### src/rtl/hazard_ctrl_pkg.sv
`default_nettype none
// ============================================================================
//  Module   : hazard_ctrl_pkg
//  Brief    : Shared widths, FSM state encoding and the load-use hazard
//             helper for the pipeline hazard controller.
//  Revision : 1.0 - initial release
// ============================================================================
package hazard_ctrl_pkg;

    // Register-file index width.
    localparam int c_REG_IDX_W = 5;

    // Bubble counter width; covers LU_BUBBLES up to 7.
    localparam int c_LU_CNT_W  = 3;

    // Controller states.
    typedef enum logic [1:0] {
        HZ_RUN = 2'd0,
        HZ_LU  = 2'd1,
        HZ_MEM = 2'd2
    } hz_state_t;

    // Per-cycle stage control bundle.
    typedef struct packed {
        logic if_hold;
        logic id_hold;
        logic ex_hold;
        logic mem_hold;
        logic if_id_flush;
        logic id_ex_flush;
    } hz_ctrl_t;

    // A load in EX whose destination is read by the instruction in ID.
    // x0 is hard-wired to zero, so it can never carry a dependency.
    function automatic logic f_lu_hit(
        input logic                   visit,
        input logic                   wb,
        input logic [c_REG_IDX_W-1:0] rd,
        input logic [c_REG_IDX_W-1:0] rs1,
        input logic                   rs1_used,
        input logic [c_REG_IDX_W-1:0] rs2,
        input logic                   rs2_used
    );
        return visit & wb & (rd != '0) &
               ((rs1_used & (rs1 == rd)) | (rs2_used & (rs2 == rd)));
    endfunction

endpackage
`default_nettype wire

### src/rtl/hazard_ctrl_if.sv
`default_nettype none
// ============================================================================
//  Module   : hazard_ctrl_if
//  Brief    : Pipeline-to-hazard-controller signal bundle. The pipeline side
//             (master) presents decode/EX/MEM status; the controller side
//             (slave) returns stage holds, flushes and the timeout flag.
//  Revision : 1.0 - initial release
// ============================================================================
interface hazard_ctrl_if;

    logic [hazard_ctrl_pkg::c_REG_IDX_W-1:0] id_rs1_idx_i;
    logic [hazard_ctrl_pkg::c_REG_IDX_W-1:0] id_rs2_idx_i;
    logic                                    id_rs1_used_i;
    logic                                    id_rs2_used_i;
    logic [hazard_ctrl_pkg::c_REG_IDX_W-1:0] ex_rd_idx_i;
    logic                                    ex_wb_sig_i;
    logic                                    ex_visit_sig_i;
    logic                                    ex_redirect_i;
    logic                                    mem_req_i;
    logic                                    mem_ack_i;

    logic                                    if_hold_o;
    logic                                    id_hold_o;
    logic                                    ex_hold_o;
    logic                                    mem_hold_o;
    logic                                    if_id_flush_o;
    logic                                    id_ex_flush_o;
    logic                                    mem_timeout_o;

    modport master (
        output id_rs1_idx_i, id_rs2_idx_i, id_rs1_used_i, id_rs2_used_i,
               ex_rd_idx_i, ex_wb_sig_i, ex_visit_sig_i, ex_redirect_i,
               mem_req_i, mem_ack_i,
        input  if_hold_o, id_hold_o, ex_hold_o, mem_hold_o,
               if_id_flush_o, id_ex_flush_o, mem_timeout_o
    );

    modport slave (
        input  id_rs1_idx_i, id_rs2_idx_i, id_rs1_used_i, id_rs2_used_i,
               ex_rd_idx_i, ex_wb_sig_i, ex_visit_sig_i, ex_redirect_i,
               mem_req_i, mem_ack_i,
        output if_hold_o, id_hold_o, ex_hold_o, mem_hold_o,
               if_id_flush_o, id_ex_flush_o, mem_timeout_o
    );

endinterface
`default_nettype wire

### src/rtl/hazard_ctrl_perf_cnt.sv
`default_nettype none
// ============================================================================
//  Module   : hazard_perf_cnt
//  Brief    : Free-running 32-bit stall and flush cycle counters. Present
//             only when HAZARD_PERF_CNT_EN is defined.
//  Revision : 1.0 - initial release
// ============================================================================
`ifdef HAZARD_PERF_CNT_EN
module hazard_perf_cnt (
    input  wire logic        clk,
    input  wire logic        rst,          // synchronous, active-low
    input  wire logic        i_stall,
    input  wire logic        i_flush,
    output logic      [31:0] o_stall_cnt,
    output logic      [31:0] o_flush_cnt
);

    logic [31:0] r_stall_cnt;
    logic [31:0] r_flush_cnt;

    // Count stalled and flushed cycles; both wrap naturally at 2^32.
    always_ff @(posedge clk) begin
        if (!rst) begin
            r_stall_cnt <= '0;
            r_flush_cnt <= '0;
        end else begin
            if (i_stall) r_stall_cnt <= r_stall_cnt + 32'd1;
            if (i_flush) r_flush_cnt <= r_flush_cnt + 32'd1;
        end
    end

    assign o_stall_cnt = r_stall_cnt;
    assign o_flush_cnt = r_flush_cnt;

endmodule
`endif
`default_nettype wire

### src/rtl/hazard_ctrl.sv
`default_nettype none
// ============================================================================
//  Module   : hazard_ctrl
//  Brief    : Pipeline hazard controller. Detects load-use hazards, EX-stage
//             redirects and multi-cycle data-memory waits, and drives the
//             stage holds / flushes through a three-state FSM with a bubble
//             counter and a saturating memory-wait timeout counter.
//             Optional macro HAZARD_PERF_CNT_EN adds stall/flush counters.
//  Revision : 1.0 - initial release
// ============================================================================
module hazard_ctrl
    import hazard_ctrl_pkg::*;
#(
    parameter int LU_BUBBLES = 1,   // bubbles per load-use hazard, 1..7
    parameter int MEM_TO_W   = 8    // memory-wait timeout counter width
) (
    input  wire logic        clk,
    input  wire logic        rst,   // synchronous, active-low
    hazard_ctrl_if.slave     hz
`ifdef HAZARD_PERF_CNT_EN
    ,
    output logic      [31:0] stall_cnt_o,
    output logic      [31:0] flush_cnt_o
`endif
);

    localparam logic [c_LU_CNT_W-1:0] c_LU_INIT = c_LU_CNT_W'(LU_BUBBLES - 1);
    localparam logic [c_LU_CNT_W-1:0] c_LU_ONE  = c_LU_CNT_W'(1);
    localparam logic [MEM_TO_W-1:0]   c_TO_MAX  = '1;
    localparam logic [MEM_TO_W-1:0]   c_TO_ONE  = MEM_TO_W'(1);

    hz_state_t              r_state;
    hz_state_t              w_state_nxt;
    logic [c_LU_CNT_W-1:0]  r_lu_cnt;
    logic [c_LU_CNT_W-1:0]  w_lu_cnt_nxt;
    logic [MEM_TO_W-1:0]    r_to_cnt;
    logic [MEM_TO_W-1:0]    w_to_cnt_nxt;
    logic [MEM_TO_W-1:0]    w_to_inc;
    logic                   r_timeout;
    logic                   w_timeout_nxt;
    logic                   w_mem_wait;
    logic                   w_lu_hit;
    hz_ctrl_t               w_ctrl;

    // A memory access that does not complete this cycle; a same-cycle ack
    // is a zero-wait access and never stalls.
    assign w_mem_wait = hz.mem_req_i & ~hz.mem_ack_i;

    assign w_lu_hit = f_lu_hit(hz.ex_visit_sig_i, hz.ex_wb_sig_i, hz.ex_rd_idx_i,
                               hz.id_rs1_idx_i, hz.id_rs1_used_i,
                               hz.id_rs2_idx_i, hz.id_rs2_used_i);

    // Saturating increment of the wait counter.
    assign w_to_inc = (r_to_cnt == c_TO_MAX) ? r_to_cnt : (r_to_cnt + c_TO_ONE);

    // Next-state, counter updates and stage controls.
    always_comb begin
        w_state_nxt   = r_state;
        w_lu_cnt_nxt  = r_lu_cnt;
        w_to_cnt_nxt  = r_to_cnt;
        w_timeout_nxt = r_timeout;
        w_ctrl        = '0;

        case (r_state)
            HZ_RUN: begin
                if (w_mem_wait) begin
                    w_ctrl.if_hold  = 1'b1;
                    w_ctrl.id_hold  = 1'b1;
                    w_ctrl.ex_hold  = 1'b1;
                    w_ctrl.mem_hold = 1'b1;
                    w_to_cnt_nxt    = w_to_inc;
                    w_state_nxt     = HZ_MEM;
                end else if (hz.ex_redirect_i) begin
                    // The ID instruction is squashed, so its load-use
                    // dependency no longer matters.
                    w_ctrl.if_id_flush = 1'b1;
                    w_ctrl.id_ex_flush = 1'b1;
                end else if (w_lu_hit) begin
                    w_ctrl.if_hold     = 1'b1;
                    w_ctrl.id_hold     = 1'b1;
                    w_ctrl.id_ex_flush = 1'b1;
                    w_lu_cnt_nxt       = c_LU_INIT;
                    w_state_nxt        = (LU_BUBBLES > 1) ? HZ_LU : HZ_RUN;
                end
            end

            HZ_LU: begin
                if (w_mem_wait) begin
                    // Memory wait pre-empts; remaining bubbles are kept and
                    // resumed once the access completes.
                    w_ctrl.if_hold  = 1'b1;
                    w_ctrl.id_hold  = 1'b1;
                    w_ctrl.ex_hold  = 1'b1;
                    w_ctrl.mem_hold = 1'b1;
                    w_to_cnt_nxt    = w_to_inc;
                    w_state_nxt     = HZ_MEM;
                end else begin
                    // EX only holds inserted bubbles here, so redirects and
                    // new load-use hits cannot originate from it.
                    w_ctrl.if_hold     = 1'b1;
                    w_ctrl.id_hold     = 1'b1;
                    w_ctrl.id_ex_flush = 1'b1;
                    if (r_lu_cnt <= c_LU_ONE) begin
                        w_lu_cnt_nxt = '0;
                        w_state_nxt  = HZ_RUN;
                    end else begin
                        w_lu_cnt_nxt = r_lu_cnt - c_LU_ONE;
                    end
                end
            end

            HZ_MEM: begin
                if (hz.mem_ack_i) begin
                    // Holds release in the ack cycle. A redirect seen while
                    // frozen is re-presented by EX in the following cycle.
                    w_to_cnt_nxt = '0;
                    w_state_nxt  = (r_lu_cnt != '0) ? HZ_LU : HZ_RUN;
                end else begin
                    w_ctrl.if_hold  = 1'b1;
                    w_ctrl.id_hold  = 1'b1;
                    w_ctrl.ex_hold  = 1'b1;
                    w_ctrl.mem_hold = 1'b1;
                    w_to_cnt_nxt    = w_to_inc;
                end
            end

            default: begin
                w_state_nxt = HZ_RUN;
            end
        endcase

        if (w_to_cnt_nxt == c_TO_MAX) begin
            w_timeout_nxt = 1'b1;
        end
    end

    // State, bubble counter, wait counter and sticky timeout flag.
    always_ff @(posedge clk) begin
        if (!rst) begin
            r_state   <= HZ_RUN;
            r_lu_cnt  <= '0;
            r_to_cnt  <= '0;
            r_timeout <= 1'b0;
        end else begin
            r_state   <= w_state_nxt;
            r_lu_cnt  <= w_lu_cnt_nxt;
            r_to_cnt  <= w_to_cnt_nxt;
            r_timeout <= w_timeout_nxt;
        end
    end

    // Every output is forced low while reset is asserted.
    assign hz.if_hold_o     = rst & w_ctrl.if_hold;
    assign hz.id_hold_o     = rst & w_ctrl.id_hold;
    assign hz.ex_hold_o     = rst & w_ctrl.ex_hold;
    assign hz.mem_hold_o    = rst & w_ctrl.mem_hold;
    assign hz.if_id_flush_o = rst & w_ctrl.if_id_flush;
    assign hz.id_ex_flush_o = rst & w_ctrl.id_ex_flush;
    assign hz.mem_timeout_o = rst & r_timeout;

`ifdef HAZARD_PERF_CNT_EN
    logic w_any_hold;

    assign w_any_hold = hz.if_hold_o | hz.id_hold_o | hz.ex_hold_o | hz.mem_hold_o;

    hazard_perf_cnt u_perf_cnt (
        .clk         (clk),
        .rst         (rst),
        .i_stall     (w_any_hold),
        .i_flush     (hz.id_ex_flush_o),
        .o_stall_cnt (stall_cnt_o),
        .o_flush_cnt (flush_cnt_o)
    );
`endif

endmodule
`default_nettype wire

### src/flat_wrapper.sv
// flat-port wrapper written by rule: the top's interface ports become plain ports
module hazard_ctrl_flat import hazard_ctrl_pkg::*;
#(
    parameter int LU_BUBBLES = 1,                                       
    parameter int MEM_TO_W   = 8                                        
)
  (clk, rst, hz_id_rs1_idx_i, hz_id_rs2_idx_i, hz_id_rs1_used_i, hz_id_rs2_used_i, hz_ex_rd_idx_i, hz_ex_wb_sig_i, hz_ex_visit_sig_i, hz_ex_redirect_i, hz_mem_req_i, hz_mem_ack_i, hz_if_hold_o, hz_id_hold_o, hz_ex_hold_o, hz_mem_hold_o, hz_if_id_flush_o, hz_id_ex_flush_o, hz_mem_timeout_o);
  hazard_ctrl_if hz_i ();
  input  wire logic clk;
  input  wire logic rst;
  input wire logic [$bits(hz_i.id_rs1_idx_i)-1:0] hz_id_rs1_idx_i;
  input wire logic [$bits(hz_i.id_rs2_idx_i)-1:0] hz_id_rs2_idx_i;
  input wire logic [$bits(hz_i.id_rs1_used_i)-1:0] hz_id_rs1_used_i;
  input wire logic [$bits(hz_i.id_rs2_used_i)-1:0] hz_id_rs2_used_i;
  input wire logic [$bits(hz_i.ex_rd_idx_i)-1:0] hz_ex_rd_idx_i;
  input wire logic [$bits(hz_i.ex_wb_sig_i)-1:0] hz_ex_wb_sig_i;
  input wire logic [$bits(hz_i.ex_visit_sig_i)-1:0] hz_ex_visit_sig_i;
  input wire logic [$bits(hz_i.ex_redirect_i)-1:0] hz_ex_redirect_i;
  input wire logic [$bits(hz_i.mem_req_i)-1:0] hz_mem_req_i;
  input wire logic [$bits(hz_i.mem_ack_i)-1:0] hz_mem_ack_i;
  output wire logic [$bits(hz_i.if_hold_o)-1:0] hz_if_hold_o;
  output wire logic [$bits(hz_i.id_hold_o)-1:0] hz_id_hold_o;
  output wire logic [$bits(hz_i.ex_hold_o)-1:0] hz_ex_hold_o;
  output wire logic [$bits(hz_i.mem_hold_o)-1:0] hz_mem_hold_o;
  output wire logic [$bits(hz_i.if_id_flush_o)-1:0] hz_if_id_flush_o;
  output wire logic [$bits(hz_i.id_ex_flush_o)-1:0] hz_id_ex_flush_o;
  output wire logic [$bits(hz_i.mem_timeout_o)-1:0] hz_mem_timeout_o;
  assign hz_i.id_rs1_idx_i = hz_id_rs1_idx_i;
  assign hz_i.id_rs2_idx_i = hz_id_rs2_idx_i;
  assign hz_i.id_rs1_used_i = hz_id_rs1_used_i;
  assign hz_i.id_rs2_used_i = hz_id_rs2_used_i;
  assign hz_i.ex_rd_idx_i = hz_ex_rd_idx_i;
  assign hz_i.ex_wb_sig_i = hz_ex_wb_sig_i;
  assign hz_i.ex_visit_sig_i = hz_ex_visit_sig_i;
  assign hz_i.ex_redirect_i = hz_ex_redirect_i;
  assign hz_i.mem_req_i = hz_mem_req_i;
  assign hz_i.mem_ack_i = hz_mem_ack_i;
  assign hz_if_hold_o = hz_i.if_hold_o;
  assign hz_id_hold_o = hz_i.id_hold_o;
  assign hz_ex_hold_o = hz_i.ex_hold_o;
  assign hz_mem_hold_o = hz_i.mem_hold_o;
  assign hz_if_id_flush_o = hz_i.if_id_flush_o;
  assign hz_id_ex_flush_o = hz_i.id_ex_flush_o;
  assign hz_mem_timeout_o = hz_i.mem_timeout_o;
  hazard_ctrl #(.LU_BUBBLES(LU_BUBBLES), .MEM_TO_W(MEM_TO_W)) u_core (.clk(clk), .rst(rst), .hz(hz_i));
endmodule
### config.mk
export PLATFORM = sky130hd
export DESIGN_NAME = hazard_ctrl_flat
export DESIGN_NICKNAME = d
export VERILOG_FILES = /design/src/rtl/hazard_ctrl_pkg.sv /design/src/rtl/hazard_ctrl_if.sv /design/src/rtl/hazard_ctrl_perf_cnt.sv /design/src/rtl/hazard_ctrl.sv /design/src/flat_wrapper.sv
export SDC_FILE = /design/constraint.sdc
export NUM_CORES = 1
export LEC_CHECK = 0
export ABC_AREA = 0
export CAP_MARGIN = 20
export CORE_MARGIN = 2
export CORE_UTILIZATION = 61
export DETAILED_ROUTE_END_ITERATION = 7
export DONT_BUFFER_PORTS = 1
export PLACE_DENSITY = 0.77
export SLEW_MARGIN = 20
export SYNTH_ARGS = -nofsm -noshare
export SYNTH_HDL_FRONTEND = slang
export SYNTH_SLANG_ARGS = --single-unit
export TNS_END_PERCENT = 1
### constraint.sdc
create_clock -name clk -period 2.4 [get_ports clk]
set_input_delay 0.48 -clock clk [delete_from_list [all_inputs] [get_ports clk]]
set_output_delay 0.48 -clock clk [all_outputs]
set_load 0.01 [all_outputs]
* Word level (Yosys, flattened, before mapping)
Cells that the tools add are included.
** Storage, ports and cells
- Register bits after elaboration :: 14
- Bits of input ports :: 24
- Output and inout port bits :: 7
- Word-level logic and storage cells :: 74
** Cells by class
- $add $sub $neg :: 2
- Magnitude comparators :: 1
- Equal/unequal tests :: 14
- Multiplexer cells :: 31
- Bitwise logic cells :: 15
- Reductions and logical operators :: 7
** Operators by type and width (number)
- $mux 8 :: 3
- $mux 2 :: 11
- $eq 8x8->1 const B :: 2
- $pmux 8 s2 :: 1
- $mux 3 :: 5
- $and 1x1->1 :: 13
- $pmux 4 s3 :: 1
- $eq 5x5->1 :: 2
- $add 8x1->8 const B :: 1
- $ne 2x2->1 const B :: 4
- $mux 1 :: 6
- $ne 3x1->1 const B :: 2
- $pmux 2 s3 :: 1
- $pmux 3 s2 :: 1
- $reduce_and 5->1 :: 1
- $reduce_bool 5->1 :: 1
- $mux 4 :: 1
- $reduce_and 4->1 :: 1
- $le 3x1->1 const B :: 1
- $ne 3x2->1 const B :: 1
- $reduce_bool 3->1 :: 1
- $sub 3x1->3 const B :: 1
- $eq 2x1->1 const B :: 1
- $eq 2x2->1 const B :: 1
- other kinds (7) :: 7

* Longest topological paths before layout
Gate-level depths: netlist of the first run.
- Depth in word-level cells :: 9
- Mapped depth :: 7
- Gate-level depth less buffers :: 7

* Worst setup path after synthesis of the first run
Ideal clock, no wire load.
- Path type :: input to output
- Start :: input port hz_ex_rd_idx_i[1]
- End :: output port hz_if_hold_o
- Data arrival time :: 1.675 ns
- Data required time :: 1.920 ns
- Slack :: 0.245 ns
- Stages on the path :: 5
- Path buffers :: 1
- Cell sequence :: or3_1 o311a_1 a31oi_4 a21oi_1 buf_4
** On the way
- Cells in the longest elaborated chain, start to end :: 9
- Elaborated cells on any way between the ends :: 13
- Classes of those cells :: eq/ne (2); mux (4); bitwise (6); reduce/logical (1)
** Ends and longest elaborated chain
- start: declaration :: line flat_wrapper.sv:15 : input wire logic [$bits(hz_i.ex_rd_idx_i)-1:0] hz_ex_rd_idx_i;
- $eq 5x5->1 :: line hazard_ctrl_pkg.sv:45 : ((rs1_used & (rs1 == rd)) | (rs2_used & (rs2 == rd)));
- $and 1x1->1 :: line hazard_ctrl_pkg.sv:45
- $or 1x1->1 :: line hazard_ctrl_pkg.sv:45
- $and 1x1->1 * :: line hazard_ctrl_pkg.sv:44 : return visit & wb & (rd != '0) &
- $mux 2 * :: line hazard_ctrl.sv:78 : end else if (w_lu_hit) begin
- $mux 2 * :: line hazard_ctrl.sv:73 : end else if (hz.ex_redirect_i) begin
- $mux 2 * :: line hazard_ctrl.sv:66 : if (w_mem_wait) begin
- $pmux 4 s3 * :: line hazard_ctrl.sv:64 : case (r_state)
- $and 1x1->1 * :: line hazard_ctrl.sv:153 : assign hz.if_hold_o = rst & w_ctrl.if_hold;
- end: declaration :: line flat_wrapper.sv:21 : output wire logic [$bits(hz_i.if_hold_o)-1:0] hz_if_hold_o;
Every way passes the cells marked *; elsewhere a longest branch is shown, timed or not.

* Worst setup path in the final report of the first run
- Start :: register u_core.r_state[1]
- End :: output port hz_mem_hold_o
** On the way
- Cells in the longest elaborated chain, start to end :: 3
- Elaborated cells on any way between the ends :: 5
- Classes of those cells :: eq/ne (2); mux (1); bitwise (1); reduce/logical (1)
** Ends and longest elaborated chain
- start: declaration :: line hazard_ctrl.sv:32 : hz_state_t r_state;
- start signal: assignment :: line hazard_ctrl.sv:145 : r_state <= w_state_nxt;
- $eq 2x2->1 (tied with other cells) :: line hazard_ctrl.sv:64
- $pmux 4 s3 * :: line hazard_ctrl.sv:64
- $and 1x1->1 * :: line hazard_ctrl.sv:156 : assign hz.mem_hold_o = rst & w_ctrl.mem_hold;
- end: declaration :: line flat_wrapper.sv:24 : output wire logic [$bits(hz_i.mem_hold_o)-1:0] hz_mem_hold_o;
Marked as above.

==> metrics.txt, run 1 <==
outcome completed; hpwl dp roughly 1800 µm; CP Max Fanout 10; setup TNS 0 ps; average size of a mapped cell 7.97 µm²; static leakage around 0.37 nW; Internal roughly 0.36 mW; utilization after layout 0.656; CP top delay family flip-flops; critical path cell sequence nand2b_4 -> a21oi_4 -> inv_1 -> nor2_1; syn_nets 165; register area share after synthesis 0.257; VDD IR max around 0.33 mV; Cell variety after synth between 40 and 50; hold path start rst; r2r startpoint u_core.r_to_cnt[0]$_SDFF_PN0_; Synth top area share 0.257; worst flop-to-flop path endpoint u_core.r_timeout$_SDFFE_PN0N_; post-synthesis to final-layout area growth 2.63%; Final Cell Area 1120 µm²; DIE HEIGHT 46.3 µm; pwr/cell area 432 nW/µm²; clock period minus worst slack 2200 ps; most common cell in the synthesized netlist dfxtp_1; Yosys reg bits 14; Reg power frac 0.496; most instantiated cells after synthesis dfxtp_1 (14), nand2_1 (13), o21ai_0 (12), xnor2_1 (10), a21oi_1 (9); Die X 46.3 µm; Rel. slew slack 0.696; fin. max-slew vios 0; Critical Path AT around 1700 ps; Final Setup Violations 0; skew final 1.47 ps; Net Sw Frac 0.260; Hold EP u_core.r_to_cnt[6]$_SDFF_PN0_; setup repair bufs after CTS 0; Resize count post-CTS 0; cts hold-fix bufs 0; Die Area 2150 µm²; Routability Congestion 0.884; largest stage delay on the critical path 520 ps; post-route ant nets 0; critical path's slowest cell dfxtp_1; RSZ-0062 raised after global routing false; clock share of power 0.359; Ant. Diodes 0; DR vias/cell 6.34; Initial Utilization 0.640; share of layout cells above drive strength 1 0.0882; DRC 0; htree depth 1; gr usage total 0.238; clock slew at reported path FFs 90 ps; combinational cell fraction of total power 0.145; worst skew pair latency ~290 ps; Cells after Synth 137; R2R Setup Slk about 480 ps; via count 1020; Post-synth ARST share 0; Ys Warns 0; antenna violations before repair 0; first drt pass iteration count 4; vias in the first global route around 890; startpoint types register; final-report hold violation count 0; number of core rows 15; Final nets 165; Filler cells 153; Power Total between 0.4 and 0.5 mW; First DRT Iteration DRCs 24; worst path required time about 1900 ps; io pins 31; Clock Path Buffers 2; Remaining Overflow, GRT 0; Slew @ Worst Pin 452 ps; R2R cell count 7; Most used DFF post-synth dfxtp_1; cell accounting for the most synthesized area dfxtp_1; buffers and inverters on the worst path 1; most area-consuming cells after synthesis dfxtp_1 (26%), xnor2_1 (8.0%), o21ai_0 (5.5%); Hold Path Cell Cnt 1; clk sinks 14; Crit Path Class register to primary output; post-route clock period utilization 0.915; Psw roughly 0.13 mW; Cell Area, Synth 1090 µm²; Hold Path Class input pin to register; routed len/inst 14.2 µm; crit path capture type primary output; Root Buffer clkbuf_4; core area 1710 µm²; CTS tree done; CTS Buf Count 3; largest net degree at the start of global routing 11; maxcap violations 0; Placed Area 1080 µm²; Post-synth EDFFs 0; I/O Buffers 0; first-pass GRT wire length approximately 3700 µm; FMAX between 400 and 500 MHz; Post-Route WL 2280 µm
placed cells by master (no fill, tap or decap), types with 2 or more instances in the layout:
cell type / netlist / routed
dfxtp_1: 14 / 14
nand2_1: 13 / 13
o21ai_0: 12 / 12
xnor2_1: 10 / 10
a21oi_1: 9 / 9
inv_1: 8 / 8
nor2_1: 7 / 7
nand4_1: 6 / 6
and2_1: 5 / 5
and3_1: 4 / 4
ha_1: 4 / 4
nor3_1: 3 / 3
a31oi_1: 3 / 3
a221oi_1: 3 / 3
clkbuf_4: 0 / 3
nand2b_1: 2 / 2
nand2b_4: 2 / 2
a211oi_1: 2 / 2
nand3_1: 2 / 2
o21bai_1: 2 / 2
o2111ai_1: 2 / 2
layout make-up:
type	count	area [µm²]	area share
Inverter	9	33.8	0.0301
Clock buffer	4	36.3	0.0324
Timing Repair Buffer	1	7.51	0.00670
Sequential cell	14	280	0.250
Tap cell	25	31.3	0.0279
Multi-Input combinational cell	108	732	0.653
power groups by stage:
stage | Clock, mW | Sequential, mW | Combinational, mW
detailed placement | 0 | 0.245 | 0.0698
global placement | 0 | 0.245 | 0.0683
floorplan | 0 | 0.243 | 0.0657
CTS | 0.177 | 0.240 | 0.0700
finish | 0.174 | 0.240 | 0.0704
global route | 0.188 | 0.240 | 0.0783
stage by stage:
step | setup WS [ps] | instances | hold slack (ps)
after floorplan | 245 | 137 | 459
final | 204 | 161 | 307
after global routing | 102 | 161 | 298
after global placement | 351 | 157 | 486
after detailed placement | 321 | 157 | 497
after CTS | 227 | 161 | 306
metal layers:
| metal | track usage | routed length [µm] | vias to the layer above |
|---|---|---|---|
| li1 | - | - | 499 |
| met3 | 0.0706 | 166 | 4 |
| met5 | 0 | 0 | - |
| met4 | 0.0571 | 20 | 0 |
| met2 | 0.378 | 1040 | 41 |
| met1 | 0.316 | 1060 | 476 |
registers in the layout, summed over array words and instances (netlist names):
signal            flops
u_core.r_to_cnt       8
u_core.r_timeout      1
u_core.r_lu_cnt       3
u_core.r_state        2
worst max path at each step:
stage	cells after the start	to	slack, ps	start
3_3_place_gp	4	hz_if_hold_o	350	hz_ex_rd_idx_i[1]
5_1_grt	4	hz_ex_hold_o	100	u_core.r_state[1]$_SDFFE_PN0P_
4_1_cts	4	hz_mem_hold_o	230	u_core.r_state[1]$_SDFFE_PN0P_
2_1_floorplan	5	hz_if_hold_o	240	hz_ex_rd_idx_i[1]
6_report	4	hz_mem_hold_o	200	u_core.r_state[1]$_SDFFE_PN0P_
3_5_place_dp	4	hz_if_hold_o	320	hz_ex_rd_idx_i[1]
cell families after synthesis:
kind of cell / Yosys count / share of synthesized area
flops: 14 / 0.257
fa+ha+maj: 4 / 0.0458
compound gates: 46 / 0.305
simple gates: 48 / 0.239
xor+xnor: 10 / 0.0802
buf+inv: 15 / 0.0733
Power figures use the tool's default switching activity.
==> run 2, diff against run 1 <==
Settings changed: CELL_PAD_IN_SITES_DETAIL_PLACEMENT set to 0, CELL_PAD_IN_SITES_GLOBAL_PLACEMENT set to 1, CORE_UTILIZATION 61 to 34, DONT_BUFFER_PORTS 1 to not set, PLACE_DENSITY 0.77 to not set, PLACE_DENSITY_LB_ADDON set to 0.1.
==> metrics.txt, run 2 (synthesis gave the netlist of run 1 again) <==
Hold Path Cell Cnt 2 (was 1); R2R Setup Slk 430 ps (was 480 ps); largest net degree at the start of global routing 10 (was 11); share of layout cells above drive strength 1 0.198 (was 0.0882); Reg power frac 0.429 (was 0.496); Initial Utilization 0.358 (was 0.640); Psw 0.152 mW (was 0.126 mW); combinational cell fraction of total power 0.254 (was 0.145); clock share of power 0.317 (was 0.359); Final nets 211 (was 165); DRC 0 (unchanged); antenna violations before repair 0 (unchanged); DIE HEIGHT 60.7 µm (was 46.3 µm); max FFs per register 8 (unchanged); gr usage total 0.180 (was 0.238); clock slew at reported path FFs 90 ps (about the same); vias in the first global route 1163 (was 891); startpoint types input pin (was register); Remaining Overflow, GRT 0 (unchanged); FMAX 433 MHz (was 455 MHz); Die X 60.7 µm (was 46.3 µm); Internal 0.406 mW (was 0.358 mW); pwr/cell area 353 nW/µm² (was 432 nW/µm²); worst path required time 1920 ps (about the same); Crit Path Class input pin to primary output (was register to primary output); VDD IR max 0.109 mV (was 0.333 mV); post-route clock period utilization 0.962 (was 0.915); via count 1178 (was 1020); Largest regs u_core.r_to_cnt (8), u_core.r_lu_cnt (3), u_core.r_state (2) (unchanged); Ant. Diodes 0 (unchanged); Power Total 0.559 mW (was 0.484 mW); Crit path depth 7 (was 4); worst skew pair latency 290 ps (about the same); Critical Path AT 1830 ps (was 1720 ps); final-report hold violation count 0 (unchanged); Post-Layout Cell Count 226 (was 161); footprint of the multi-input gates 747 µm² (was 732 µm²); RSZ-0062 raised after global routing false (unchanged); Net Sw Frac 0.273 (was 0.260); crit path capture type primary output (unchanged); htree depth 1 (unchanged); worst flop-to-flop path endpoint u_core.r_timeout$_SDFFE_PN0N_ (unchanged); First DRT Iteration DRCs 85 (was 24); Final Setup Violations 0 (unchanged); outcome completed (unchanged); Root Buffer clkbuf_4 (unchanged); Slew @ Worst Pin 511 ps (was 452 ps); Die Area 3680 µm² (was 2150 µm²); CP top delay family compound AO/OA/AOI/OAI gates (was flip-flops); hpwl dp 2410 µm (was 1760 µm); r2r startpoint u_core.r_to_cnt[0]$_SDFF_PN0_ (unchanged); first-pass GRT wire length 4970 µm (was 3710 µm); skew final 8.35 ps (was 1.47 ps); DR vias/cell 5.21 (was 6.34); buffers and inverters on the worst path 3 (was 1); number of core rows 20 (was 15); Hold EP u_core.r_lu_cnt[1]$_SDFFE_PN0P_ (was u_core.r_to_cnt[6]$_SDFF_PN0_); post-route ant nets 0 (unchanged); FF/Latch Area 280 µm² (unchanged); clk sinks 14 (unchanged); clock period minus worst slack 2310 ps (was 2200 ps); Filler cells 314 (was 153); Placed Instances 221 (was 157); routed len/inst 13.3 µm (was 14.2 µm); core area 3050 µm² (was 1710 µm²); first drt pass iteration count 4 (unchanged); Clock Path Buffers 2 (unchanged); fin. max-slew vios 0 (unchanged); post-synthesis to final-layout area growth 44.8% (was 2.63%); CTS tree done (unchanged); maxcap violations 0 (unchanged); most frequent cells in the layout buf_4 (16), dfxtp_1 (14), nand2_1 (13) (was dfxtp_1 (14), nand2_1 (13), o21ai_0 (12)); I/O Buffers 30 (was 0); io pins 31 (unchanged); commonest non-fill, non-tap cell in the layout buf_4 (was dfxtp_1); Post-Route WL 3000 µm (was 2280 µm); Routability Congestion 0.842 (was 0.884); static leakage 0.681 nW (was 0.369 nW); CP Max Fanout 3 (was 10); Largest Register u_core.r_to_cnt (unchanged); R2R cell count 7 (unchanged); CTS Buf Count 3 (unchanged); hold path start u_core.r_lu_cnt[1]$_SDFFE_PN0P_ (was rst); Hold Path Class register to register (was input pin to register); Rel. slew slack 0.657 (was 0.696); critical path's slowest cell or3_1 (was dfxtp_1); largest stage delay on the critical path 380 ps (was 520 ps); critical path cell sequence clkbuf_2 -> or3_1 -> o311a_1 -> buf_4 -> a31oi_4 -> a21oi_2 -> buf_2 (was nand2b_4 -> a21oi_4 -> inv_1 -> nor2_1)
## run 2: timing repair
action	CTS	global route
gates resized for setup	16	20
pin swaps	1	15
setup buffers	1	0
hold buffers	0	0
setup endpoints to repair	6	3
## run 2: cell type report
class,instances,area share
Sequential cell,14,0.177
Tap cell,44,0.0348
Multi-Input combinational cell,108,0.472
Timing Repair Buffer,47,0.271
Inverter,9,0.0214
Clock buffer,4,0.0229
## run 2: worst max path at each step
| stage | startpoint | slack (ps) | endpoint |
|---|---|---|---|
| 2_1_floorplan | hz_ex_rd_idx_i[1] | 240 | hz_if_hold_o |
| 3_3_place_gp | hz_ex_rd_idx_i[1] | -520 | hz_id_ex_flush_o |
| 3_5_place_dp | hz_ex_rd_idx_i[1] | -530 | hz_if_hold_o |
| 4_1_cts | hz_ex_rd_idx_i[1] | -130 | hz_id_ex_flush_o |
| 5_1_grt | hz_mem_ack_i | 20 | hz_if_id_flush_o |
| 6_report | hz_ex_rd_idx_i[3] | 90 | hz_if_hold_o |
## run 2: worst min-delay path, cell delays in order (launching register included)
cell and delay (ps):
dfxtp_1 340, o21ai_0 70, a21oi_1 60
## run 2: power by group through the flow
stage	Clock, mW	Sequential, mW	Combinational [mW]
floorplan	0	0.243	0.0657
global placement	0	0.245	0.146
detailed placement	0	0.245	0.148
CTS	0.180	0.240	0.144
global route	0.195	0.241	0.156
finish	0.177	0.240	0.142
## run 2: layer usage
metal	GRT usage	share of wire
met5	0	0
met4	0.0776	0.021
met3	0.0299	0.032
met2	0.318	0.51
met1	0.212	0.44
## run 2: metrics by stage
step           TNS, ps  hold WS, ps  cell area (µm²)  utilization  setup WS, ps
2_1_floorplan        0          459             1090            -           245
3_3_place_gp     -2030          479             1520        0.498          -524
3_5_place_dp     -2080          492             1520        0.498          -534
4_1_cts           -331          510             1550        0.508          -131
5_1_grt              0          536             1580        0.518          20.0
6_report             0          513             1580        0.518          91.1
==> run 3, diff against run 2 <==
Settings changed: CORE_UTILIZATION 34 to 44, DONT_BUFFER_PORTS set to 1.
==> metrics.txt, run 3 (synthesis gave the netlist of run 1 again) <==
pre-CTS setup slack 317 ps (was -534 ps); Routability Congestion 0.841 (was 0.842); worst path required time 1920 ps (about the same); max FFs per register 8 (unchanged); post-route ant nets 0 (unchanged); Resize count post-CTS 0 (was 16); antenna violations before repair 0 (unchanged); vias in the first global route 976 (was 1163); Power Total 0.485 mW (was 0.559 mW); worst skew pair latency 280 ps (was 290 ps); fin. max-slew vios 0 (unchanged); Ant. Diodes 0 (unchanged); Remaining Overflow, GRT 0 (unchanged); Crit Path Class register to primary output (was input pin to primary output); setup TNS 0 ps (unchanged); outcome completed (unchanged); First DRT Iteration DRCs 23 (was 85); post-synthesis to final-layout area growth 3.21% (was 44.8%); CTS Buf Count 3 (unchanged); share of layout cells above drive strength 1 0.0882 (was 0.198); FMAX 455 MHz (was 433 MHz); pwr/cell area 430 nW/µm² (was 353 nW/µm²); Die X 53.8 µm (was 60.7 µm); maxcap violations 0 (unchanged); Final Setup Violations 0 (unchanged); Root Buffer clkbuf_4 (unchanged); critical path cell sequence nand2b_4 -> a21oi_4 -> inv_1 -> nor2_1 (was clkbuf_2 -> or3_1 -> o311a_1 -> buf_4 -> a31oi_4 -> a21oi_2 -> buf_2); FF/Latch Area 280 µm² (unchanged); CTS tree done (unchanged); critical path's slowest cell dfxtp_1 (was or3_1); CP Max Fanout 10 (was 3); routed len/inst 15.1 µm (was 13.3 µm); gr usage total 0.203 (was 0.180); Post-Route WL 2510 µm (was 3000 µm); Largest regs u_core.r_to_cnt (8), u_core.r_lu_cnt (3), u_core.r_state (2) (unchanged); skew final 5.63 ps (was 8.35 ps); clk sinks 14 (unchanged); first-pass GRT wire length 4310 µm (was 4970 µm); largest net degree at the start of global routing 11 (was 10); Slew @ Worst Pin 462 ps (was 511 ps); VDD IR max 0.203 mV (was 0.109 mV); clock period minus worst slack 2200 ps (was 2310 ps); footprint of the multi-input gates 732 µm² (was 747 µm²); Die Area 2900 µm² (was 3680 µm²); most frequent cells in the layout dfxtp_1 (14), nand2_1 (13), o21ai_0 (12) (was buf_4 (16), dfxtp_1 (14), nand2_1 (13)); via count 1010 (was 1178); htree depth 1 (unchanged); final worst setup slack 204 ps (was 91.1 ps); CP top delay family flip-flops (was compound AO/OA/AOI/OAI gates); number of core rows 18 (was 20); Initial Utilization 0.453 (was 0.358); final-report hold violation count 0 (unchanged); crit path capture type primary output (unchanged); core area 2410 µm² (was 3050 µm²); buffers and inverters on the worst path 1 (was 3); utilization after layout 0.468 (was 0.518); Final nets 165 (was 211); largest stage delay on the critical path 540 ps (was 380 ps); setup repair bufs after CTS 0 (was 1); clock slew at reported path FFs 90 ps (about the same); static leakage 0.369 nW (was 0.681 nW); DIE HEIGHT 53.8 µm (was 60.7 µm); io pins 31 (unchanged); Placed Area 1090 µm² (was 1520 µm²); cts hold-fix bufs 0 (unchanged); Clock Path Buffers 2 (unchanged); DR vias/cell 6.08 (was 5.21); I/O Buffers 0 (was 30); Filler cells 228 (was 314); commonest non-fill, non-tap cell in the layout dfxtp_1 (was buf_4); DRC 0 (unchanged); Final Cell Area 1130 µm² (was 1580 µm²); startpoint types register (was input pin); Rel. slew slack 0.690 (was 0.657); Largest Register u_core.r_to_cnt (unchanged); first drt pass iteration count 4 (unchanged); post-route clock period utilization 0.915 (was 0.962); Hold Path Class input pin to register (was register to register); Critical Path AT 1720 ps (was 1830 ps); RSZ-0062 raised after global routing false (unchanged); hpwl dp 1940 µm (was 2410 µm)
==> run 3: cell types whose count changed in the layout (fill, tap and decap cells not counted), moves of 2 or more <==
cell	before	now
buf_2	2	0
buf_4	16	1
clkbuf_2	3	0
clkdlybuf4s50_1	10	0
dlygate4sd2_1	4	0
dlymetal6s2s_1	11	0
==> run 3: worst paths after layout <==
| path | start | cells after the start | slack [ps] | end |
|---|---|---|---|---|
| worst min register to register | u_core.r_lu_cnt[0]$_SDFFE_PN0P_ | 1 | 510 | u_core.r_lu_cnt[0]$_SDFFE_PN0P_ |
| worst max-delay path | u_core.r_state[1]$_SDFFE_PN0P_ | 4 | 200 | hz_ex_hold_o |
| worst min-delay path | rst | 1 | 320 | u_core.r_to_cnt[5]$_SDFF_PN0_ |
| worst max register to register | u_core.r_to_cnt[0]$_SDFF_PN0_ | 7 | 450 | u_core.r_timeout$_SDFFE_PN0N_ |
==> run 3: worst reg2reg max path, delay by kind of cell (launching register included) <==
kind,cells,cell delay (ps)
AO/OA/AOI/OAI,3,750
adder cells (fa/ha/maj),1,280
flip-flops,1,360
AND/OR/NAND/NOR,3,500
==> run 3: area by class of cell <==
cell class                      instances  area share
Multi-Input combinational cell        108       0.649
Tap cell                               30      0.0333
Clock buffer                            4      0.0322
Inverter                                9      0.0300
Sequential cell                        14       0.249
Timing Repair Buffer                    1     0.00666
==> run 3: layer usage <==
| layer | GRT usage | up-vias | share of wire |
|---|---|---|---|
| met5 | 0 | - | 0 |
| met4 | 0.0897 | 0 | 0.023 |
| met3 | 0.0444 | 6 | 0.057 |
| met2 | 0.354 | 39 | 0.48 |
| met1 | 0.237 | 459 | 0.44 |
| li1 | - | 506 | - |
==> run 3: where the power goes <==
| group | switching (mW) | internal (mW) |
|---|---|---|
| Clock | 0.0820 | 0.0923 |
| Sequential | 0.00469 | 0.235 |
| Combinational | 0.0401 | 0.0306 |
| Total | 0.127 | 0.358 |
==> run 3: stage by stage <==
step | hold WS, ps | cells
3_5_place_dp | 489 | 162
4_1_cts | 308 | 166
3_3_place_gp | 480 | 162
2_1_floorplan | 459 | 137
6_report | 317 | 166
5_1_grt | 299 | 166
